### src/rtl/cpu_req_gen.sv
// CPU-side instruction-fetch request generator for cache benches and self-test.
// It issues a programmable stream of reads with a selectable address pattern,
// stalls while the cache misses, aborts hung requests and keeps statistics.
module cpu_req_gen #(
  parameter int          ADDR_W    = 32,
  parameter int          DATA_W    = 32,
  parameter int          CNT_W     = 16,
  parameter int          GAP       = 0,
  parameter int          TIMEOUT   = 64,
  parameter logic [15:0] LFSR_SEED = 16'hACE1
) (
  input  logic              clk,
  input  logic              rst,
  input  logic              start,
  input  logic [1:0]        mode,
  input  logic [ADDR_W-1:0] base_addr,
  input  logic [CNT_W-1:0]  num_req,
  input  logic [CNT_W-1:0]  stride,
  input  logic [CNT_W-1:0]  loop_len,
  input  logic              hit,
  input  logic [DATA_W-1:0] requested_data,
  output logic              read_en,
  output logic [ADDR_W-1:0] request_addr,
  output logic [DATA_W-1:0] last_data,
  output logic [CNT_W-1:0]  req_count,
  output logic [CNT_W-1:0]  hit_count,
  output logic [CNT_W-1:0]  miss_count,
  output logic [CNT_W-1:0]  stall_cycles,
  output logic              done,
  output logic              error
);

  typedef enum logic [1:0] {
    S_IDLE,
    S_REQ,
    S_GAP_WAIT,
    S_DONE
  } state_t;

  localparam logic [CNT_W-1:0] CNT_MAX     = '1;
  localparam logic [CNT_W-1:0] TIMEOUT_VAL = CNT_W'(TIMEOUT);
  localparam logic [31:0]      GAP_LAST    = (GAP > 0) ? 32'(GAP - 1) : 32'd0;
  localparam int               MOD_W       = (CNT_W > 16) ? CNT_W : 16;
  localparam logic [15:0]      LFSR_TAPS   = 16'hB400;

  state_t state, state_next;

  // Run configuration captured at start so input changes mid-run are harmless
  logic [1:0]        mode_q;
  logic [CNT_W-1:0]  num_q;
  logic [CNT_W-1:0]  stride_q;
  logic [CNT_W-1:0]  len_q;
  logic [ADDR_W-1:0] base_q;

  logic [ADDR_W-1:0] addr_q;
  logic [DATA_W-1:0] data_q;
  logic [CNT_W-1:0]  wait_cnt;
  logic [CNT_W-1:0]  off_q;
  logic [CNT_W-1:0]  req_q;
  logic [CNT_W-1:0]  hit_q;
  logic [CNT_W-1:0]  miss_q;
  logic [CNT_W-1:0]  stall_q;
  logic [31:0]       gap_cnt;
  logic [15:0]       lfsr;
  logic              err_q;

  logic              complete;
  logic              stall;
  logic              timeout_hit;
  logic              last_req;
  logic [CNT_W-1:0]  wait_inc;
  logic [CNT_W-1:0]  req_inc;
  logic [CNT_W-1:0]  len_eff;
  logic [CNT_W-1:0]  off_inc;
  logic [CNT_W-1:0]  off_next;
  logic [15:0]       lfsr_next;
  logic [MOD_W-1:0]  rand_idx;
  logic [ADDR_W-1:0] addr_next;
  logic [ADDR_W-1:0] base_aligned;

  // The two low address bits are forced to zero, so they are deliberately unused
  logic unused_base_bits;
  assign unused_base_bits = ^base_addr[1:0];

  function automatic logic [CNT_W-1:0] sat_inc(input logic [CNT_W-1:0] v);
    return (v == CNT_MAX) ? v : v + CNT_W'(1);
  endfunction

  assign base_aligned = {base_addr[ADDR_W-1:2], 2'b00};

  // Request bookkeeping and next-address arithmetic for the active request
  always_comb begin
    complete    = (state == S_REQ) && hit;
    stall       = (state == S_REQ) && !hit;
    wait_inc    = sat_inc(wait_cnt);
    timeout_hit = (TIMEOUT != 0) && stall && (wait_inc == TIMEOUT_VAL);
    req_inc     = sat_inc(req_q);
    last_req    = (req_inc == num_q);
    len_eff     = (len_q == '0) ? CNT_W'(1) : len_q;
    off_inc     = off_q + CNT_W'(1);
    off_next    = (off_inc >= len_eff) ? '0 : off_inc;
    lfsr_next   = lfsr[0] ? ((lfsr >> 1) ^ LFSR_TAPS) : (lfsr >> 1);
    rand_idx    = MOD_W'(lfsr_next) % MOD_W'(len_eff);
    addr_next   = addr_q;
    case (mode_q)
      2'd0:    addr_next = addr_q + ADDR_W'(4);
      2'd1:    addr_next = base_q + (ADDR_W'(off_next) << 2);
      2'd2:    addr_next = addr_q + (ADDR_W'(stride_q) << 2);
      default: addr_next = base_q + (ADDR_W'(rand_idx) << 2);
    endcase
  end

  // State register; reset abandons any request in flight
  always_ff @(posedge clk) begin
    if (rst) state <= S_IDLE;
    else     state <= state_next;
  end

  // Next-state decision for the run sequencing
  always_comb begin
    state_next = state;
    case (state)
      S_IDLE: begin
        if (start) state_next = (num_req == '0) ? S_DONE : S_REQ;
      end
      S_REQ: begin
        if (complete) begin
          if (last_req)      state_next = S_DONE;
          else if (GAP == 0) state_next = S_REQ;
          else               state_next = S_GAP_WAIT;
        end else if (timeout_hit) begin
          state_next = S_DONE;
        end
      end
      S_GAP_WAIT: begin
        if (gap_cnt == GAP_LAST) state_next = S_REQ;
      end
      S_DONE: begin
        if (!start) state_next = S_IDLE;
      end
      default: state_next = S_IDLE;
    endcase
  end

  // Datapath: run setup, completion accounting, stall counting and gap timing
  always_ff @(posedge clk) begin
    if (rst) begin
      mode_q   <= 2'd0;
      num_q    <= '0;
      stride_q <= '0;
      len_q    <= '0;
      base_q   <= '0;
      addr_q   <= '0;
      data_q   <= '0;
      wait_cnt <= '0;
      off_q    <= '0;
      req_q    <= '0;
      hit_q    <= '0;
      miss_q   <= '0;
      stall_q  <= '0;
      gap_cnt  <= '0;
      lfsr     <= LFSR_SEED;
      err_q    <= 1'b0;
    end else begin
      case (state)
        S_IDLE: begin
          if (start) begin
            mode_q   <= mode;
            num_q    <= num_req;
            stride_q <= stride;
            len_q    <= loop_len;
            base_q   <= base_aligned;
            wait_cnt <= '0;
            off_q    <= '0;
            req_q    <= '0;
            hit_q    <= '0;
            miss_q   <= '0;
            stall_q  <= '0;
            gap_cnt  <= '0;
            lfsr     <= LFSR_SEED;
            err_q    <= 1'b0;
            if (num_req != '0) addr_q <= base_aligned;
          end
        end
        S_REQ: begin
          if (complete) begin
            data_q   <= requested_data;
            req_q    <= req_inc;
            if (wait_cnt == '0) hit_q  <= sat_inc(hit_q);
            else                miss_q <= sat_inc(miss_q);
            wait_cnt <= '0;
            lfsr     <= lfsr_next;
            off_q    <= off_next;
            gap_cnt  <= '0;
            if (!last_req) addr_q <= addr_next;
          end else begin
            stall_q  <= sat_inc(stall_q);
            wait_cnt <= wait_inc;
            if (timeout_hit) err_q <= 1'b1;
          end
        end
        S_GAP_WAIT: begin
          gap_cnt <= gap_cnt + 32'd1;
        end
        default: begin
        end
      endcase
    end
  end

  assign read_en      = (state == S_REQ);
  assign done         = (state == S_DONE);
  assign error        = err_q;
  assign request_addr = addr_q;
  assign last_data    = data_q;
  assign req_count    = req_q;
  assign hit_count    = hit_q;
  assign miss_count   = miss_q;
  assign stall_cycles = stall_q;

endmodule

### config.mk
export PLATFORM = sky130hd
export DESIGN_NAME = cpu_req_gen
export DESIGN_NICKNAME = d
export VERILOG_FILES = /design/src/rtl/cpu_req_gen.sv
export SDC_FILE = /design/constraint.sdc
export NUM_CORES = 1
export LEC_CHECK = 0
export ABC_AREA = 1
export BUFFER_PORTS_ARGS = -buffer_cell sky130_fd_sc_hd__buf_4
export CORE_AREA = 2 2 244 186
export DETAILED_ROUTE_END_ITERATION = 16
export DIE_AREA = 0 0 246 188
export PLACE_DENSITY = 0.72
export SLEW_MARGIN = 20
export SYNTH_ARGS = -nofsm -noshare
export SYNTH_HDL_FRONTEND = slang
export SYNTH_SLANG_ARGS = --single-unit
### constraint.sdc
create_clock -name clk -period 71.3 [get_ports clk]
set_input_delay 10.695 -clock clk [delete_from_list [all_inputs] [get_ports clk]]
set_output_delay 10.695 -clock clk [all_outputs]
set_load 0.02 [all_outputs]
==> summary.txt, run 1 <==
Status = finished clean
DRT Pass-1 Iters = 5
CTS sink cnt = 289
Most used routing layer = met2
Max-Cap Viols = 0
Clk Latency, worst-skew pair = 0.59 ns
Setup Viol. Count Final = 0
Ys Warns = 0
Final ANT Viol Nets = 0
Area growth, synth to finish = 15.2%
Ys flop type = dfxtp_1
Period utilization = 46.5%
Synth Area per Inst = 6.49 um^2
Total grt overflow = 0
Cells after DPL = 4213
Final Wtd Congestion = 0.885
Die width = 246 um
CTS Hold Bufs = 0
Antenna violations before repair = 5
Finished Layout Cells = 4272
Worst slew pin tran = 0.871 ns
Chip height = 188 um
DRC violations left = 0
Final Hold Viols = 0
Ys async rst share = 0%
Most used cell, CP = nand2_1
Worst EP required = 71.75 ns
TritonCTS Buffers = 31
IO Pins = 249
Worst path slowest cell = nor4_1
Share of cells above drive strength 1 = 10.8%
WHS = 0.453 ns
All-Layer GR Usage = 27.2%
Clock Pin Slew Worst Setup and Hold Paths = 0.07 ns
Critical Setup Path Class = flop to flop
Vias per cell = 5.41
Detailed-route via count = 23123
Initial DRC count = 1704
Worst slack at placement = 38.83 ns
Post-CTS setup repair buffer count = 0
Setup TNS = 0 ns
Clk root buf = clkbuf_16
Crit path time final = 33.14 ns
#FFs+latches synth = 289
Vias in the first global route = 21130
GR Util met1 = 39.8%
Critical Path Fanout Max = 21
Setup crit start kind = flop
Synth Cell Area = 22600 um^2
Met3 Use GR = 4.72%
First-pass GRT wire length = 106 mm
CTS tree = done
Largest net degree at the start of global routing = 114
RSZ-0062 raised after global routing = false
Cell Rows = 67
CP max stage delay = 0.62 ns
Total Die Area = 46200 um^2
H-tree depth = 1
Hold Path Class = flop to flop
Cell variety after synth = 69
Fillers = 4285
I/O Buffers = 244
CP arrival = 33.60 ns
Post-synth EDFFs = 0
Final Max Slew Viols = 0
Detail Placement HPWL = 47.8 mm
Grt met2 use = 41.7%
Initial Util = 51.4%
Crit. End Element = flop
Area of the core = 44000 um^2
Clock Path Buffers = 3
Wire per inst = 15.0 um
Slew margin rel. = 41.9%
FMAX = 30.2 MHz
Post_cts resized = 0
Min setup slack post-route = 38.16 ns
Seq/Total Area, Yosys = 25.6%
Final net count = 3975
Synth Instances = 3480
Routed WL = 64.0 mm
Clock Skew = 0.0115 ns
Reg2reg setup slack = 38.16 ns
[through the flow]
| step | util [%] | area [um^2] |
|---|---|---|
| after floorplan | - | 22600 |
| after global placement | 56.5 | 24900 |
| after detailed placement | 56.5 | 24900 |
| after CTS | 59.1 | 26000 |
| after global routing | 59.2 | 26000 |
| final | 59.2 | 26000 |
[final cells by class]
class | count | area, um^2 | area share, %
timing repair buffer | 261 | 1960 | 7.54
tap | 586 | 733 | 2.82
clock inverter | 22 | 327 | 1.25
antenna | 1 | 2.50 | 0.00961
clock buffer | 36 | 835 | 3.21
multi-input combinational | 2661 | 14800 | 56.9
sequential | 289 | 5790 | 22.2
inverter | 416 | 1570 | 6.02
[per-layer routing]
layer / share of wire, % / routed length [um]
met1: 50 / 32000
met3: 6.9 / 4430
met4: 1.6 / 1040
met2: 41 / 26400
met5: 0.069 / 44
[critical path: cells and delay by family (launching register included)]
family          cells  cell delay (ns)
simple gates       93            13.93
buf+inv            34             4.95
fa+ha+maj          17             5.78
flops               1             0.32
compound gates     40             7.89
[state kept, by name (all words and copies together), names as in the netlist]
register	cells
wait_cnt	16
off_q	16
req_count	16
stride_q	16
len_q	16
state	2
base_q	30
last_data	32
mode_q	2
num_q	16
gap_cnt	32
stall_cycles	16
request_addr	30
miss_count	16
error	1
hit_count	16
lfsr	16
[layout by cell type (no fill, tap or decap), types with 31 or more instances in the layout]
cell	instances
or2_2	31
buf_4	260
nand4_1	41
inv_1	405
xor2_1	104
dfxtp_1	289
o21ai_0	268
a21oi_1	367
nand2_1	686
nand3_1	204
nor2_1	361
clkbuf_16	31
xnor2_1	41
nor3_1	84
ha_1	194
[cell usage after synthesis (8+ instances only)]
library cell	number	area [um^2]
o211ai_1	22	165
nand2_1	686	2570
ha_1	194	2430
nand4_1	41	257
a21boi_0	15	113
nor2_1	363	1360
a21oi_1	367	1840
or2_2	31	194
a22oi_1	9	67.6
buf_1	9	33.8
and2_1	13	81.3
xor2_1	104	911
nor2_2	12	75.1
o21bai_1	14	105
nor3_1	84	420
xnor2_1	41	359
nand2_2	8	50.1
nor4_1	27	169
o21ai_0	268	1340
dfxtp_1	289	5790
a211oi_1	17	128
a31oi_1	19	119
nand3_1	205	1030
inv_1	407	1530
o21ai_1	27	135
clkbuf_1	93	349
[final timing paths]
| path | start | end | cells after the start |
|---|---|---|---|
| max | len_q[15]$_SDFFE_PP0P_ | request_addr[24]$_SDFFE_PP0P_ | 184 |
| max reg2reg | len_q[15]$_SDFFE_PP0P_ | request_addr[24]$_SDFFE_PP0P_ | 184 |
| min reg2reg | stride_q[13]$_SDFFE_PP0P_ | stride_q[13]$_SDFFE_PP0P_ | 2 |
| min | stride_q[13]$_SDFFE_PP0P_ | stride_q[13]$_SDFFE_PP0P_ | 2 |
[cells by family after synthesis]
kind of cell               synth area share, %
other                                   0.0166
adders and majority gates                 11.0
buffers and inverters                     8.99
and+or+nand+nor                           29.0
xor gates and xnor gates                  5.62
DFF                                       25.6
AOI/OAI and AO/OA                         19.8
Power of run 1 is not shown: default switching activity piles up to over one toggle a cycle in this logic, so the estimate is an artifact.
==> run 2: changes to the inputs <==
clock period = 30.8 ns   (was 71.3 ns; I/O delays follow)
==> run 2 against run 1 <==
  * Final cell count increased by 2.1%
  * Clock skew rose by 0.018 ns
  * Via count grew 1.6%
  * Global-route usage up 0.71 points
  * Sequential cell count stayed put
  * Critical path depth is the same
  * Register-to-register slack got worse by 35 ns
  * Final area is 2.9% higher
  * First-iteration DRC count is 4.9% lower
  * Non-clock buffer count grew 86
  * Clock-buffer cell count rose by 7
  * Critical path type unchanged
==> summary.txt, run 2 (synthesized netlist as in run 1, its figures left out) <==
Clock Pin Slew Worst Setup and Hold Paths = 0.07 ns (about the same)
CP max stage delay = 0.48 ns (was 0.62 ns)
DRT Pass-1 Iters = 6 (was 5)
GR Util met1 = 40.8% (was 39.8%)
R2R Path End = request_addr[31]$_SDFFE_PP0P_ (was request_addr[24]$_SDFFE_PP0P_)
Commonest non-fill, non-tap cell in the layout = nand2_1 (unchanged)
Crit. End Element = flop (unchanged)
Worst path top cell family by delay = simple AND/OR/NAND/NOR gates (unchanged)
CP arrival = 28.53 ns (was 33.60 ns)
Period utilization = 91.3% (was 46.5%)
R2R Path Start = len_q[15]$_SDFFE_PP0P_ (unchanged)
Routed WL = 65.7 mm (was 64.0 mm)
Initial Util = 51.4% (unchanged)
Most used cell, CP = nand2_1 (unchanged)
Total grt overflow = 0 (unchanged)
CTS Hold Bufs = 0 (unchanged)
Max-Cap Viols = 0 (unchanged)
Finished Layout Cells = 4361 (was 4272)
Clock Skew = 0.0297 ns (was 0.0115 ns)
Register Area = 5790 um^2 (unchanged)
Largest net degree at the start of global routing = 112 (was 114)
Crit path time final = 28.13 ns (was 33.14 ns)
Setup Viol. Count Final = 0 (unchanged)
Worst Path Buf+Inv = 27 (was 34)
Share of cells above drive strength 1 = 13.5% (was 10.8%)
Worst hold start = stride_q[7]$_SDFFE_PP0P_ (was stride_q[13]$_SDFFE_PP0P_)
Cells after DPL = 4283 (was 4213)
Slew margin rel. = 27.2% (was 41.9%)
Final Hold Viols = 0 (unchanged)
CTS sink cnt = 289 (unchanged)
All-Layer GR Usage = 27.9% (was 27.2%)
Worst slack at placement = 1.91 ns (was 38.83 ns)
CTS tree = done (unchanged)
Final net count = 4065 (was 3975)
First-pass GRT wire length = 107 mm (was 106 mm)
IO Pins = 249 (unchanged)
Final Max Slew Viols = 0 (unchanged)
Worst path slowest cell = fa_1 (was nor4_1)
DRC violations left = 0 (unchanged)
Hold depth = 2 (unchanged)
Critical Setup Path Class = flop to flop (unchanged)
Hold Path Class = flop to flop (unchanged)
Wire per inst = 15.1 um (was 15.0 um)
I/O Buffers = 244 (unchanged)
Met3 Use GR = 5.25% (was 4.72%)
Area of the core = 44000 um^2 (unchanged)
Most frequent cells in the layout = 686 x nand2_1, 400 x inv_1, 363 x a21oi_1 (was 686 x nand2_1, 405 x inv_1, 367 x a21oi_1)
Clock Path Buffers = 3 (unchanged)
Final Wtd Congestion = 0.897 (was 0.885)
Status = finished clean (unchanged)
Setup crit start kind = flop (unchanged)
Most used routing layer = met2 (unchanged)
Fillers = 4246 (was 4285)
Worst EP required = 31.21 ns (was 71.75 ns)
Min setup slack post-route = 2.67 ns (was 38.16 ns)
Area growth, synth to finish = 18.5% (was 15.2%)
Multi-input gate area = 14900 um^2 (was 14800 um^2)
TritonCTS Buffers = 34 (was 31)
Detailed-route via count = 23492 (was 23123)
Reg2reg setup slack = 2.67 ns (was 38.16 ns)
Vias per cell = 5.39 (was 5.41)
Detail Placement HPWL = 48.4 mm (was 47.8 mm)
Total Die Area = 46200 um^2 (unchanged)
WHS = 0.453 ns (about the same)
Initial DRC count = 1621 (was 1704)
Critical Path Fanout Max = 16 (was 21)
Cell Rows = 67 (unchanged)
Clk root buf = clkbuf_16 (unchanged)
Clk Latency, worst-skew pair = 0.57 ns (was 0.59 ns)
FMAX = 35.6 MHz (was 30.2 MHz)
Grt met2 use = 41.5% (was 41.7%)
Chip height = 188 um (unchanged)
H-tree depth = 2 (was 1)
Worst slew pin tran = 1.09 ns (was 0.871 ns)
Reg2reg path depth = 184 (unchanged)
Setup TNS = 0 ns (unchanged)
Final ANT Viol Nets = 0 (unchanged)
Vias in the first global route = 21474 (was 21130)
Hold EP = stride_q[7]$_SDFFE_PP0P_ (was stride_q[13]$_SDFFE_PP0P_)
Antenna violations before repair = 3 (was 5)
Die width = 246 um (unchanged)
[run 2: cell count changes in the layout (fill, tap and decap cells not counted), moves of 4 or more]
cell | before | now
a21oi_1 | 367 | 363
a21oi_2 | 0 | 4
buf_4 | 260 | 345
bufinv_16 | 7 | 3
clkbuf_1 | 1 | 7
inv_1 | 405 | 400
nor3_1 | 84 | 78
nor3_2 | 3 | 9
o21ai_0 | 268 | 261
[run 2: timing repair]
item                       CTS  global route
setup endpoints to repair    0            29
gates resized for setup      0            42
setup buffers                0            15
hold endpoints to repair     0             0
[run 2: per-layer routing]
layer / up-vias / part of all wire, %
met1: 10538 / 49
met3: 98 / 7.4
met4: 4 / 2.3
met2: 669 / 41
met5: - / 0.037
li1: 12183 / -
[run 2: worst max path at each step]
stage                     slack [ns]  depth (start not counted)                            end              startpoint
after detailed placement        1.91                        191  request_addr[24]$_SDFFE_PP0P_  len_q[15]$_SDFFE_PP0P_
after global routing           -0.19                        200  request_addr[24]$_SDFFE_PP0P_  len_q[15]$_SDFFE_PP0P_
after floorplan                 5.00                        198  request_addr[24]$_SDFFE_PP0P_  len_q[15]$_SDFFE_PP0P_
after CTS                       1.66                        193  request_addr[24]$_SDFFE_PP0P_  len_q[15]$_SDFFE_PP0P_
after global placement          2.11                        194  request_addr[24]$_SDFFE_PP0P_  len_q[15]$_SDFFE_PP0P_
final                           2.67                        184  request_addr[31]$_SDFFE_PP0P_  len_q[15]$_SDFFE_PP0P_
[run 2: cell type report]
type	instances	area share, %
tap	586	2.74
antenna	2	0.0187
multi-input combinational	2661	55.8
timing repair inverter	1	0.0187
timing repair buffer	347	9.79
sequential	289	21.6
clock buffer	43	3.38
inverter	416	5.91
clock inverter	16	0.743
[run 2: worst reg2reg max path, delay by kind of cell (launching register included)]
kind | cells | cell delay [ns]
AO/OA/AOI/OAI | 53 | 8.70
adder cells (fa/ha/maj) | 17 | 5.75
buffers and inverters | 27 | 3.09
flip-flops | 1 | 0.35
AND/OR/NAND/NOR | 87 | 10.08
[run 2: per-stage QoR]
step | util [%] | cell area (um^2)
global route | 60.8 | 26800
finish | 60.8 | 26800
global placement | 57.7 | 25400
detailed placement | 57.7 | 25400
CTS | 60.2 | 26500
floorplan | - | 22600
Power of run 2 is left out for the same reason.
==> run 3: changes to the inputs <==
CTS_BUF_LIST = sky130_fd_sc_hd__clkbuf_16   (was default)
==> run 3 against run 2 <==
  * Global-route usage barely moved
  * Non-clock buffer count is the same
  * Core utilization about the same
  * Via count barely moved
  * Die area is the same
  * Worst setup slack improved by 0.027 ns
  * Critical endpoint unchanged
  * Highest routed layer unchanged
==> summary.txt, run 3 (synthesized netlist as in run 1, its figures left out) <==
Initial Util = 51.4% (unchanged)
WP depth = 184 (unchanged)
Register Area = 5790 um^2 (unchanged)
I/O Buffers = 244 (unchanged)
Final Wtd Congestion = 0.897 (unchanged)
Antenna violations before repair = 3 (unchanged)
Fin util = 60.8% (about the same)
Crit path time final = 28.10 ns (was 28.13 ns)
CTS tree = done (unchanged)
Min setup slack post-route = 2.70 ns (was 2.67 ns)
Slew margin rel. = 22.9% (was 27.2%)
DRC violations left = 0 (unchanged)
Vias in the first global route = 21470 (was 21474)
Clk root buf = clkbuf_16 (unchanged)
DRT Pass-1 Iters = 6 (unchanged)
Die width = 246 um (unchanged)
Share of cells above drive strength 1 = 13.5% (about the same)
Initial DRC count = 1577 (was 1621)
Critical Path Fanout Max = 16 (unchanged)
Period utilization = 91.2% (was 91.3%)
Fillers = 4250 (was 4246)
CP arrival = 28.51 ns (was 28.53 ns)
Vias per cell = 5.39 (about the same)
Worst EP required = 31.21 ns (about the same)
Clock Pin Slew Worst Setup and Hold Paths = 0.06 ns (was 0.07 ns)
Multi-input gate area = 14900 um^2 (unchanged)
First-pass GRT wire length = 107 mm (about the same)
IO Pins = 249 (unchanged)
Worst path slowest cell = fa_1 (unchanged)
Clock Path Buffers = 3 (unchanged)
Worst slew pin tran = 1.15 ns (was 1.09 ns)
Total grt overflow = 0 (unchanged)
Most used cell, CP = nand2_1 (unchanged)
FMAX = 35.6 MHz (about the same)
Final ANT Viol Nets = 0 (unchanged)
Max-Cap Viols = 0 (unchanged)
CTS Hold Bufs = 0 (unchanged)
Most frequent cells in the layout = 686 x nand2_1, 407 x inv_1, 363 x a21oi_1 (was 686 x nand2_1, 400 x inv_1, 363 x a21oi_1)
Critical Path Start = len_q[12]$_SDFFE_PP0P_ (was len_q[15]$_SDFFE_PP0P_)
Total Die Area = 46200 um^2 (unchanged)
Area of the core = 44000 um^2 (unchanged)
Largest net degree at the start of global routing = 112 (unchanged)
CP max stage delay = 0.48 ns (about the same)
Setup crit start kind = flop (unchanged)
Detailed-route via count = 23495 (was 23492)
Reg2reg setup slack = 2.70 ns (was 2.67 ns)
Routed WL = 65.6 mm (was 65.7 mm)
TritonCTS Buffers = 34 (unchanged)
H-tree depth = 2 (unchanged)
Wire per inst = 15.0 um (was 15.1 um)
Worst slack at placement = 1.91 ns (unchanged)
Setup TNS = 0 ns (unchanged)
Worst path top cell family by delay = simple AND/OR/NAND/NOR gates (unchanged)
CTS sink cnt = 289 (unchanged)
Critical Setup Path Class = flop to flop (unchanged)
Clock Skew = 0.0276 ns (was 0.0297 ns)
Chip height = 188 um (unchanged)
Area growth, synth to finish = 18.4% (was 18.5%)
Final Max Slew Viols = 0 (unchanged)
R2R Path Start = len_q[12]$_SDFFE_PP0P_ (was len_q[15]$_SDFFE_PP0P_)
Status = finished clean (unchanged)
Commonest non-fill, non-tap cell in the layout = nand2_1 (unchanged)
Final net count = 4065 (unchanged)
Reg2reg path depth = 184 (unchanged)
Clk Latency, worst-skew pair = 0.57 ns (about the same)
Hold Path Class = flop to flop (unchanged)
Cell Rows = 67 (unchanged)
Worst Path Buf+Inv = 28 (was 27)
Setup Viol. Count Final = 0 (unchanged)
All-Layer GR Usage = 27.9% (about the same)
R2R Path End = request_addr[31]$_SDFFE_PP0P_ (unchanged)
Crit. End Element = flop (unchanged)
Critical Path End = request_addr[31]$_SDFFE_PP0P_ (unchanged)
Final Hold Viols = 0 (unchanged)
Detail Placement HPWL = 48.4 mm (unchanged)
## run 3: metal layers
layer,vias to the layer above,global-route usage [%],part of all wire (%)
met5,-,0,0.037
met4,4,7.62,2.3
met2,688,41.4,41
met1,10510,40.8,49
met3,109,5.25,7.5
li1,12184,-,-
## run 3: area by class of cell
class / count / area share, %
Clock buffer: 34 / 3.18
Clock inverter: 25 / 0.870
Tap cell: 586 / 2.74
Multi-Input combinational cell: 2661 / 55.8
Sequential cell: 289 / 21.6
Antenna cell: 2 / 0.0187
Timing Repair inverter: 1 / 0.0187
Inverter: 416 / 5.91
Timing Repair Buffer: 347 / 9.80
## run 3: how the worst min path moves through the flow
stage                     cells past startpoint  slack [ns]                       from                         to
final                                         2        0.45   stride_q[7]$_SDFFE_PP0P_   stride_q[7]$_SDFFE_PP0P_
after floorplan                               2        0.43  stride_q[10]$_SDFFE_PP0P_  stride_q[10]$_SDFFE_PP0P_
after detailed placement                      2        0.45   stride_q[7]$_SDFFE_PP0P_   stride_q[7]$_SDFFE_PP0P_
after global placement                        2        0.44   stride_q[3]$_SDFFE_PP0P_   stride_q[3]$_SDFFE_PP0P_
after global routing                          2        0.48  stride_q[10]$_SDFFE_PP0P_  stride_q[10]$_SDFFE_PP0P_
after CTS                                     2        0.46   stride_q[7]$_SDFFE_PP0P_   stride_q[7]$_SDFFE_PP0P_
## run 3: worst min-delay path, stage by stage, from the launching register on
cell	delay (ns)
dfxtp_1	0.30
inv_1	0.06
a21oi_1	0.05
## run 3: per-stage QoR
| step | cell area, um^2 | hold slack, ns | std cells |
|---|---|---|---|
| 2_1_floorplan | 22600 | 0.430 | 3481 |
| 3_3_place_gp | 25400 | 0.443 | 4283 |
| 3_5_place_dp | 25400 | 0.448 | 4283 |
| 4_1_cts | 26500 | 0.458 | 4342 |
| 5_1_grt | 26800 | 0.479 | 4360 |
| 6_report | 26800 | 0.453 | 4361 |
## run 3: what timing repair did
item	4_1_cts	5_1_grt
buffers inserted	0	15
setup endpoints to repair	0	29
resized for setup	0	42
Power of run 3 is left out for the same reason.
